[config.mk]
export PLATFORM = sky130hd
export DESIGN_NAME = muldiv_unit
export DESIGN_NICKNAME = d
export VERILOG_FILES = /design/src/rtl/muldiv_unit_pkg.sv /design/src/rtl/muldiv_unit_div_iter.sv /design/src/rtl/muldiv_unit.sv
export SDC_FILE = /design/constraint.sdc
export NUM_CORES = 2
export LEC_CHECK = 0
export BUFFER_PORTS_ARGS = -buffer_cell sky130_fd_sc_hd__buf_2
export CAP_MARGIN = 10
export CORE_MARGIN = 4
export CORE_UTILIZATION = 55
export DETAILED_ROUTE_END_ITERATION = 12
export GPL_TIMING_DRIVEN = 0
export PLACE_DENSITY = 0.71
export SETUP_SLACK_MARGIN = 0.5
export SLEW_MARGIN = 20
export SYNTH_ARGS = -nofsm -noshare
export SYNTH_HDL_FRONTEND = slang
export SYNTH_SLANG_ARGS = --single-unit
[constraint.sdc]
create_clock -name clk -period 10.4 [get_ports clk]
set_clock_uncertainty 0.15 [all_clocks]
set_input_delay 1.56 -clock clk [delete_from_list [all_inputs] [get_ports clk]]
set_output_delay 1.56 -clock clk [all_outputs]
set_load 0.05 [all_outputs]
[src/rtl/muldiv_unit_pkg.sv]
// ----------------------------------------------------------------------------
// muldiv_unit_pkg
//   Shared definitions for the execute-stage multiply/divide unit: the ALU
//   control codes it responds to, the FSM state encoding, and small helpers
//   that classify an ALU control code.
//
//   Contents:
//     EXE_MULT_OP / EXE_MULTU_OP / EXE_DIV_OP / EXE_DIVU_OP  8-bit ALU codes
//     md_state_e     MD_IDLE, MD_MUL, MD_DIV, MD_FIX
//     is_muldiv_op() 1 when the code is one of the four multiply/divide codes
//     is_div_op()    1 when the code is DIV or DIVU
// ----------------------------------------------------------------------------
package muldiv_unit_pkg;

    localparam logic [7:0] EXE_MULT_OP  = 8'b0001_1000;
    localparam logic [7:0] EXE_MULTU_OP = 8'b0001_1001;
    localparam logic [7:0] EXE_DIV_OP   = 8'b0001_1010;
    localparam logic [7:0] EXE_DIVU_OP  = 8'b0001_1011;

    typedef enum logic [1:0] {
        MD_IDLE = 2'd0,
        MD_MUL  = 2'd1,
        MD_DIV  = 2'd2,
        MD_FIX  = 2'd3
    } md_state_e;

    function automatic logic is_muldiv_op(input logic [7:0] op);
        return (op == EXE_MULT_OP) || (op == EXE_MULTU_OP) ||
               (op == EXE_DIV_OP)  || (op == EXE_DIVU_OP);
    endfunction

    function automatic logic is_div_op(input logic [7:0] op);
        return (op == EXE_DIV_OP) || (op == EXE_DIVU_OP);
    endfunction

endpackage

[src/rtl/muldiv_unit_div_iter.sv]
// ----------------------------------------------------------------------------
// muldiv_unit_div_iter
//   Restoring-division datapath working on unsigned magnitudes, one quotient
//   bit per step. The parent FSM loads it with start_i and advances it with
//   step_i; last_o flags the step that produces the final quotient bit.
//
//   Ports:
//     clk, resetn          clock, asynchronous active-low reset
//     start_i              load dividend/divisor, clear remainder and counter
//     step_i               perform one shift/subtract iteration
//     dividend_i           dividend magnitude (captured on start_i)
//     divisor_i            divisor magnitude (captured on start_i)
//     quo_o, rem_o         quotient / remainder magnitudes
//     last_o               high while the current step is the final one
// ----------------------------------------------------------------------------
module muldiv_unit_div_iter #(
    parameter int WIDTH = 32
) (
    input  logic             clk,
    input  logic             resetn,
    input  logic             start_i,
    input  logic             step_i,
    input  logic [WIDTH-1:0] dividend_i,
    input  logic [WIDTH-1:0] divisor_i,
    output logic [WIDTH-1:0] quo_o,
    output logic [WIDTH-1:0] rem_o,
    output logic             last_o
);
    localparam int CNT_W = $clog2(WIDTH);

    logic [WIDTH-1:0] rem_q, rem_d;
    logic [WIDTH-1:0] quo_q, quo_d;
    logic [WIDTH-1:0] dvsr_q, dvsr_d;
    logic [CNT_W-1:0] cnt_q, cnt_d;
    logic [WIDTH:0]   rem_shift;
    logic [WIDTH:0]   trial;

    // The quotient register doubles as the dividend shift register: its MSB
    // feeds the partial remainder while quotient bits enter at the LSB.
    // Since the remainder is always below the divisor, the shifted value is
    // below twice the divisor, so bit WIDTH of the trial difference is a
    // pure borrow flag.
    always_comb begin
        rem_d     = rem_q;
        quo_d     = quo_q;
        dvsr_d    = dvsr_q;
        cnt_d     = cnt_q;
        rem_shift = {rem_q, quo_q[WIDTH-1]};
        trial     = rem_shift - {1'b0, dvsr_q};
        if (start_i) begin
            rem_d  = '0;
            quo_d  = dividend_i;
            dvsr_d = divisor_i;
            cnt_d  = '0;
        end else if (step_i) begin
            if (!trial[WIDTH]) begin
                rem_d = trial[WIDTH-1:0];
                quo_d = {quo_q[WIDTH-2:0], 1'b1};
            end else begin
                rem_d = rem_shift[WIDTH-1:0];
                quo_d = {quo_q[WIDTH-2:0], 1'b0};
            end
            cnt_d = cnt_q + 1'b1;
        end
    end

    always_ff @(posedge clk or negedge resetn) begin
        if (!resetn) begin
            rem_q  <= '0;
            quo_q  <= '0;
            dvsr_q <= '0;
            cnt_q  <= '0;
        end else begin
            rem_q  <= rem_d;
            quo_q  <= quo_d;
            dvsr_q <= dvsr_d;
            cnt_q  <= cnt_d;
        end
    end

    assign quo_o  = quo_q;
    assign rem_o  = rem_q;
    assign last_o = (cnt_q == CNT_W'(WIDTH - 1));

endmodule

[src/rtl/muldiv_unit.sv]
// ----------------------------------------------------------------------------
// muldiv_unit
//   Multi-cycle multiply/divide unit beside the ALU. Executes MULT, MULTU,
//   DIV and DIVU and returns the HI/LO pair, stalling the pipeline while an
//   operation is in flight. A flush (cancel_i) abandons the operation without
//   touching HI/LO.
//
//   Ports:
//     clk, resetn          clock, asynchronous active-low reset
//     start_i              request, only sampled while idle
//     op_i                 8-bit ALU control code
//     a_i, b_i             rs (multiplicand/dividend), rt (multiplier/divisor)
//     cancel_i             flush: abandon the in-flight operation
//     busy_o               an operation is in flight
//     stall_o              combinational pipeline stall
//     done_o               one-cycle pulse, HI/LO just updated
//     hi_o, lo_o           high product / remainder, low product / quotient
// ----------------------------------------------------------------------------
module muldiv_unit
    import muldiv_unit_pkg::*;
#(
    parameter int WIDTH   = 32,
    parameter int MUL_LAT = 2
) (
    input  logic             clk,
    input  logic             resetn,
    input  logic             start_i,
    input  logic [7:0]       op_i,
    input  logic [WIDTH-1:0] a_i,
    input  logic [WIDTH-1:0] b_i,
    input  logic             cancel_i,
    output logic             busy_o,
    output logic             stall_o,
    output logic             done_o,
    output logic [WIDTH-1:0] hi_o,
    output logic [WIDTH-1:0] lo_o
);
    localparam int CNT_W = $clog2(MUL_LAT) + 1;

    md_state_e        state_q, state_d;
    logic [CNT_W-1:0] mul_cnt_q, mul_cnt_d;
    logic             done_q, done_d;
    logic [WIDTH-1:0] hi_q, hi_d;
    logic [WIDTH-1:0] lo_q, lo_d;
    logic [WIDTH-1:0] dividend_q, dividend_d;
    logic             q_neg_q, q_neg_d;
    logic             r_neg_q, r_neg_d;
    logic             div_zero_q, div_zero_d;

    logic               accept;
    logic               op_signed;
    logic               op_is_div;
    logic [2*WIDTH-1:0] mul_a_ext, mul_b_ext, mul_prod, mul_tail;
    logic [WIDTH-1:0]   a_mag, b_mag;
    logic [WIDTH-1:0]   div_quo, div_rem, quo_fix, rem_fix;
    logic               div_start, div_step, div_last;

    assign op_is_div = is_div_op(op_i);
    assign op_signed = (op_i == EXE_MULT_OP) || (op_i == EXE_DIV_OP);
    assign accept    = (state_q == MD_IDLE) && start_i && is_muldiv_op(op_i) && !cancel_i;

    // Sign- or zero-extending to full width makes one unsigned multiplier
    // give the correct 2*WIDTH product for both MULT and MULTU.
    assign mul_a_ext = op_signed ? {{WIDTH{a_i[WIDTH-1]}}, a_i} : {{WIDTH{1'b0}}, a_i};
    assign mul_b_ext = op_signed ? {{WIDTH{b_i[WIDTH-1]}}, b_i} : {{WIDTH{1'b0}}, b_i};
    assign mul_prod  = mul_a_ext * mul_b_ext;

    // The HI/LO register is the last of the MUL_LAT delay stages, so only
    // MUL_LAT-1 stages sit in front of it. The pipe shifts every cycle; the
    // FSM commits its tail exactly MUL_LAT-1 cycles after the accept.
    generate
        if (MUL_LAT == 1) begin : g_mul_direct
            assign mul_tail = mul_prod;
        end else begin : g_mul_pipe
            logic [2*WIDTH-1:0] pipe_q [MUL_LAT-1];
            logic [2*WIDTH-1:0] pipe_d [MUL_LAT-1];

            always_comb begin
                pipe_d[0] = mul_prod;
                for (int i = 1; i < MUL_LAT - 1; i++) begin
                    pipe_d[i] = pipe_q[i-1];
                end
            end

            always_ff @(posedge clk or negedge resetn) begin
                if (!resetn) begin
                    for (int i = 0; i < MUL_LAT - 1; i++) begin
                        pipe_q[i] <= '0;
                    end
                end else begin
                    for (int i = 0; i < MUL_LAT - 1; i++) begin
                        pipe_q[i] <= pipe_d[i];
                    end
                end
            end

            assign mul_tail = pipe_q[MUL_LAT-2];
        end
    endgenerate

    // Divide runs on magnitudes; negating the most negative value yields the
    // same bit pattern, which is its correct unsigned magnitude.
    assign a_mag = (op_signed && a_i[WIDTH-1]) ? ({WIDTH{1'b0}} - a_i) : a_i;
    assign b_mag = (op_signed && b_i[WIDTH-1]) ? ({WIDTH{1'b0}} - b_i) : b_i;

    assign div_start = accept && op_is_div;
    assign div_step  = (state_q == MD_DIV) && !cancel_i;

    muldiv_unit_div_iter #(
        .WIDTH(WIDTH)
    ) u_div_iter (
        .clk       (clk),
        .resetn    (resetn),
        .start_i   (div_start),
        .step_i    (div_step),
        .dividend_i(a_mag),
        .divisor_i (b_mag),
        .quo_o     (div_quo),
        .rem_o     (div_rem),
        .last_o    (div_last)
    );

    // Most-negative / -1 needs no special case: the magnitude quotient is
    // 2^(WIDTH-1), whose negation is the same pattern, and the remainder is 0.
    assign quo_fix = q_neg_q ? ({WIDTH{1'b0}} - div_quo) : div_quo;
    assign rem_fix = r_neg_q ? ({WIDTH{1'b0}} - div_rem) : div_rem;

    // HI/LO and done are only written on the commit edge that leaves the
    // unit idle, so a cancel on that edge leaves the old result untouched.
    always_comb begin
        state_d    = state_q;
        mul_cnt_d  = mul_cnt_q;
        done_d     = 1'b0;
        hi_d       = hi_q;
        lo_d       = lo_q;
        dividend_d = dividend_q;
        q_neg_d    = q_neg_q;
        r_neg_d    = r_neg_q;
        div_zero_d = div_zero_q;
        case (state_q)
            MD_IDLE: begin
                if (accept) begin
                    if (op_is_div) begin
                        state_d    = MD_DIV;
                        dividend_d = a_i;
                        q_neg_d    = op_signed && (a_i[WIDTH-1] ^ b_i[WIDTH-1]);
                        r_neg_d    = op_signed && a_i[WIDTH-1];
                        div_zero_d = (b_i == '0);
                    end else if (MUL_LAT == 1) begin
                        hi_d   = mul_tail[2*WIDTH-1:WIDTH];
                        lo_d   = mul_tail[WIDTH-1:0];
                        done_d = 1'b1;
                    end else begin
                        state_d   = MD_MUL;
                        mul_cnt_d = CNT_W'(1);
                    end
                end
            end
            MD_MUL: begin
                if (cancel_i) begin
                    state_d   = MD_IDLE;
                    mul_cnt_d = '0;
                end else if (mul_cnt_q == CNT_W'(MUL_LAT - 1)) begin
                    state_d   = MD_IDLE;
                    mul_cnt_d = '0;
                    hi_d      = mul_tail[2*WIDTH-1:WIDTH];
                    lo_d      = mul_tail[WIDTH-1:0];
                    done_d    = 1'b1;
                end else begin
                    mul_cnt_d = mul_cnt_q + 1'b1;
                end
            end
            MD_DIV: begin
                if (cancel_i) begin
                    state_d = MD_IDLE;
                end else if (div_last) begin
                    state_d = MD_FIX;
                end
            end
            MD_FIX: begin
                state_d = MD_IDLE;
                if (!cancel_i) begin
                    done_d = 1'b1;
                    if (div_zero_q) begin
                        lo_d = '1;
                        hi_d = dividend_q;
                    end else begin
                        lo_d = quo_fix;
                        hi_d = rem_fix;
                    end
                end
            end
            default: begin
                state_d = MD_IDLE;
            end
        endcase
    end

    always_ff @(posedge clk or negedge resetn) begin
        if (!resetn) begin
            state_q    <= MD_IDLE;
            mul_cnt_q  <= '0;
            done_q     <= 1'b0;
            hi_q       <= '0;
            lo_q       <= '0;
            dividend_q <= '0;
            q_neg_q    <= 1'b0;
            r_neg_q    <= 1'b0;
            div_zero_q <= 1'b0;
        end else begin
            state_q    <= state_d;
            mul_cnt_q  <= mul_cnt_d;
            done_q     <= done_d;
            hi_q       <= hi_d;
            lo_q       <= lo_d;
            dividend_q <= dividend_d;
            q_neg_q    <= q_neg_d;
            r_neg_q    <= r_neg_d;
            div_zero_q <= div_zero_d;
        end
    end

    assign busy_o  = (state_q != MD_IDLE);
    assign stall_o = busy_o | accept;
    assign done_o  = done_q;
    assign hi_o    = hi_q;
    assign lo_o    = lo_q;

endmodule

# Word-level counts from Yosys, hierarchy flattened
# Cells that the tools add are included.
[word_totals]
register_bits = 269
inputBits = 76
output_inout_bits = 67
elab_cells = 104
[op_classes]
addsub = 7
mul = 1
n_eq_ne = 16
muxes = 40
bitwise_logic = 2
n_reduce_logical = 24
[op_table]
columns = ["cell", "count"]
rows = [
  ["$mux 32", 17],
  ["$mux 64", 2],
  ["$pmux 32 s2", 2],
  ["$sub 1x32->32 const A", 4],
  ["$mul 64x64->64", 1],
  ["$sub 33x32->33", 1],
  ["$eq 8x5->1 const B", 4],
  ["$logic_not 32->1", 1],
  ["$mux 2", 10],
  ["$mux 5", 2],
  ["$ne 2x2->1 const B", 5],
  ["$reduce_and 3->1", 3],
  ["$logic_and 1x1->1", 8],
  ["$pmux 2 s4", 1],
  ["$reduce_bool 2->1", 4],
  ["$ne 3x3->1 const B", 2],
  ["$add 5x1->5 const B", 1],
  ["$eq 5x5->1 const B", 1],
  ["$logic_or 1x1->1", 5],
  ["$eq 2x1->1 const B", 2],
  ["$eq 2x2->1 const B", 2],
  ["$mux 1", 4],
  ["$pmux 2 s2", 1],
  ["$reduce_and 4->1", 1],
  ["other kinds (6)", 6],
]

# Logic depth before layout (Yosys ltp)
[depth]
word_depth = 8
mapped_depth = 39
ltp_nobuf = 36

# By module
# A second synthesis with hierarchy kept.
[unflattened]
cells_unflattened = 6831
hier_area_um2 = 62717.7
[by_module_without_submodules]
columns = ["module", "instances", "cells_per_inst", "area_per_inst_um2", "seq_area_each_um2"]
rows = [
  ["muldiv_unit", 1, 6137, 56384.1, 4204.0],
  ["muldiv_unit_div_iter", 1, 694, 6333.6, 2527.4],
]

# Worst setup path after synthesis
# No wires, ideal clock.
[synth_timing]
path_type = "input port to flip-flop"
from = "in op_i[7]"
to = "reg g_mul_pipe.pipe_q[60] (netlist bit)"
setup_time_ns = 0.071
arrival_ns = 11.160
required_ns = 10.179
setup_slack_ns = -0.980
path_stages = 35
n_path_buf = 4
cell_sequence = "nor4b_1 > nand3b_1 > nor2_1 > clkbuf_1 > and2_1 > clkbuf_1 > clkbuf_1 > nand2_1 > fa_1 > inv_1 > fa_1 > fa_1 > inv_1 > fa_1 > fa_1 > inv_1 > fa_1 > fa_1 > fa_1 > fa_1 > inv_1 > fa_1 > inv_1 > ha_1 > clkbuf_1 > a21o_1 > a21o_1 > a21oi_1 > nand2_1 > nand3_1 > a22oi_1 > a31oi_1 > o21ai_0 > or4_1 > nand4_1"
[synth_lines]
columns = ["element", "line", "source"]
rows = [
  ["start: declaration", "muldiv_unit.sv:28", "input logic [7:0] op_i,"],
  ["end signal: indexed assignment", "muldiv_unit.sv:92", "pipe_q[i] <= pipe_d[i];"],
  ["end: declaration", "muldiv_unit.sv:75", "logic [2*WIDTH-1:0] pipe_q [MUL_LAT-1];"],
]

==> flow_summary_export.csv <==
group,metric,value,unit
synth,yosys-top-cells-count,"inv_1 (1632), fa_1 (1419), nand2_1 (1066)",
critical_path,path_buf_inv,10,
die,start_util,55.6,%
timing,fin_crit_sh,104,%
global_routing,grt_pass1_vias,51121,
layout,syn2layout_area_growth,8.74,%
synth,ys_ff_latch,269,
synth,syn_nets,8612,
layout,drive_gt1_share,8.95,%
die,core,111000,um2
critical_path,r2r_setup_slack,5910,ps
critical_path,critPathTopFamily,"adder cells",
critical_path,reg2reg_from,"u_div_iter.quo_o[31]",
timing,setup_ws,-403,ps
detailed_routing,drc,0,
synth,yosysTopAreaCellShare,46.0,%
layout,nets,8794,
timing,period_minus_slack,10800,ps
die,core.rowCount,122,
critical_path,crit_cells,37,
die,die_h,343,um
status,status,"finished, violations left",
global_routing,grt_pass1_wl,344,mm
synth,synth.avg_cell_area,9.13,um2
placement,gp_congestion,1.06,
critical_path,ff2ff_path_depth,15,
clock_tree,holdBufCountCts,0,
clock_tree,cts_made_buffers,24,
timing,max_freq,92.6,MHz
critical_path,max_stage_delay,610,ps
detailed_routing,num_vias,49489,
clock_tree,clk_pin_slew,70,ps
critical_path,startpoint_type,"input port",
synth,synth-edff-count,0,
global_routing,grt-ovfl-total,0,
placement,dpl.hpwl,200,mm
detailed_routing,wl_per_cell,28.1,um
synth,synth_seq_area_share,10.9,%
detailed_routing,firstDrtPassIters,6,
synth,synth_warnings,0,
clock_tree,cts_max_path_buffers,3,
critical_path,path_common_cell,"fa_1",
hold_path,min_from,"lo_o[30]",
placement,dp.cells,8357,
critical_path,critPathMaxFanout,10,
synth,synthArstFlopShare,100,%
synth,netlist_area,61800,um2
synth,synth_cell_types,73,
critical_path,critPathArrivalTime,11130,ps
synth,syn_inst,6764,
hold_path,hold_end,"lo_o[30]",
clock_tree,cts_sinks,269,
synth,yosysMostFrequentCell,"inv_1",
global_routing,grtUsageTotal,41.1,%
timing,max_slew_margin,18.2,%
placement,placed_cell_area,64600,um2
global_routing,grt_max_degree,97,
layout,instances_no_fill,8486,
clock_tree,insertion_delay,570,ps
timing,rsz0062_at_grt,"true",
job,maxCapViolCount,0,
timing,holdWs,326,ps
clock_tree,htreeDepth,1,
critical_path,end_kind,"register",
critical_path,regToRegEndpoint,"u_div_iter.rem_o[23]",
hold_path,hold_path_depth,2,
timing,final-max-slew-violation-count,0,
status,violations,"setup timing",
synth,synthTopCellsByArea,"fa_1 (46%), dfrtp_1 (11%), inv_1 (9.9%)",
detailed_routing,drt-total-wl,239,mm
timing,worst_slew_pin_slew,1220,ps
critical_path,cp.required,10730,ps
critical_path,crit_type,"input port to register",
critical_path,cp_slowest_cell,"or4b_4",
detailed_routing,drt_iter0_drc,5158,
clock_tree,root_buffer,"clkbuf_16",
layout,final_area,67200,um2
die,die-area,118000,um2
global_routing,antenna_found_initial,46,
detailed_routing,ant_nets,0,
synth,synth_flop_cell,"dfrtp_1",
hold_path,hp-class,"register to register",
synth,yosysTopAreaCell,"fa_1",
clock_tree,cts_tree,"done",
layout,fin_util,60.4,%
die,ios,143,
placement,portBuffers,99,
detailed_routing,viasPerCell,5.83,
die,chipWidth,343,um
timing,hold_violations,0,
timing,setup_viol,12,
==> flip-flops by register name, indices dropped and copies added, names as in the netlist, 2 cells and up <==
signal,cells
g_mul_pipe.pipe_q,64
dividend_q,32
hi_o,32
lo_o,32
u_div_iter.dvsr_q,32
u_div_iter.quo_o,32
u_div_iter.rem_o,32
u_div_iter.cnt_q,5
mul_cnt_q,2
state_q,2
==> metal layers <==
| metal | track usage [%] | vias to the layer above | routed length [um] |
|---|---|---|---|
| met2 | 61.3 | 3113 | 102000 |
| met3 | 15.3 | 793 | 32300 |
| li1 | - | 20358 | - |
| met5 | 0 | - | 236 |
| met4 | 21.8 | 34 | 17200 |
| met1 | 52.3 | 25191 | 87000 |
==> tightest hold or removal path, stage by stage (launching register included) <==
cell and delay, ps:
dfrtp_1 340, nand2_1 50, o21ai_0 60
==> worst max-delay path by stage <==
stage	end	slack, ps	from
floorplan	g_mul_pipe.pipe_q[60]	-30	op_i[7]
global placement	g_mul_pipe.pipe_q[63]	-2540	op_i[7]
detailed placement	g_mul_pipe.pipe_q[63]	-2480	op_i[7]
CTS	g_mul_pipe.pipe_q[63]	-310	op_i[5]
global route	g_mul_pipe.pipe_q[63]	-450	op_i[6]
finish	g_mul_pipe.pipe_q[63]	-400	op_i[4]
==> stage by stage <==
stage / worst slack, ps / TNS [ps]
floorplan: -31.0 / -31.0
global placement: -2540 / -63670
detailed placement: -2480 / -49410
CTS: -315 / -1180
global route: -452 / -3920
finish: -403 / -2330
==> what timing repair did <==
| action | CTS | global route |
|---|---|---|
| gates resized for setup | 279 | 316 |
| hold endpoints to repair | 0 | 0 |
| buffers inserted | 31 | 20 |
| setup endpoints to repair | 39 | 32 |
| pin swaps | 51 | 113 |
==> final cells by class <==
| class | instances | area (um2) |
|---|---|---|
| sequential | 269 | 6730 |
| clock buffer | 30 | 674 |
| inverter | 1632 | 6130 |
| fill | 9799 | 44000 |
| timing repair buffer | 156 | 1110 |
| buffer | 361 | 2020 |
| antenna | 38 | 95.1 |
| clock inverter | 10 | 81.3 |
| tap | 1488 | 1860 |
| multi-input combinational | 4502 | 48500 |
==> cell usage in the layout, fill, tap and decap left out, types with 34 or more instances in the layout <==
cell,synthesis,routed
xnor2_1,159,154
clkbuf_1,297,133
o22ai_1,34,34
dfrtp_1,269,269
inv_1,1632,1596
nand2_1,1066,1048
fa_1,1419,1363
ha_1,353,338
clkbuf_2,0,86
clkbuf_4,0,60
a21oi_1,152,135
o21ai_0,249,233
xor2_1,103,102
buf_4,0,52
a21o_1,53,53
and2_1,331,329
nand2b_1,38,36
diode_2,0,38
fa_2,0,56
buf_2,5,126
nor2_1,149,141
==> kinds of logic after synthesis <==
logic type,share of synthesized area (%)
buffers and inverters,12.1
adder cells (fa/ha/maj),53.2
AND/OR/NAND/NOR,13.0
AO/OA/AOI/OAI,6.80
flip-flops,10.9
XOR/XNOR,3.72
multiplexers,0.294
Power is not shown: default switching activity piles up to over one toggle a cycle in this logic, so the estimate is an artifact.
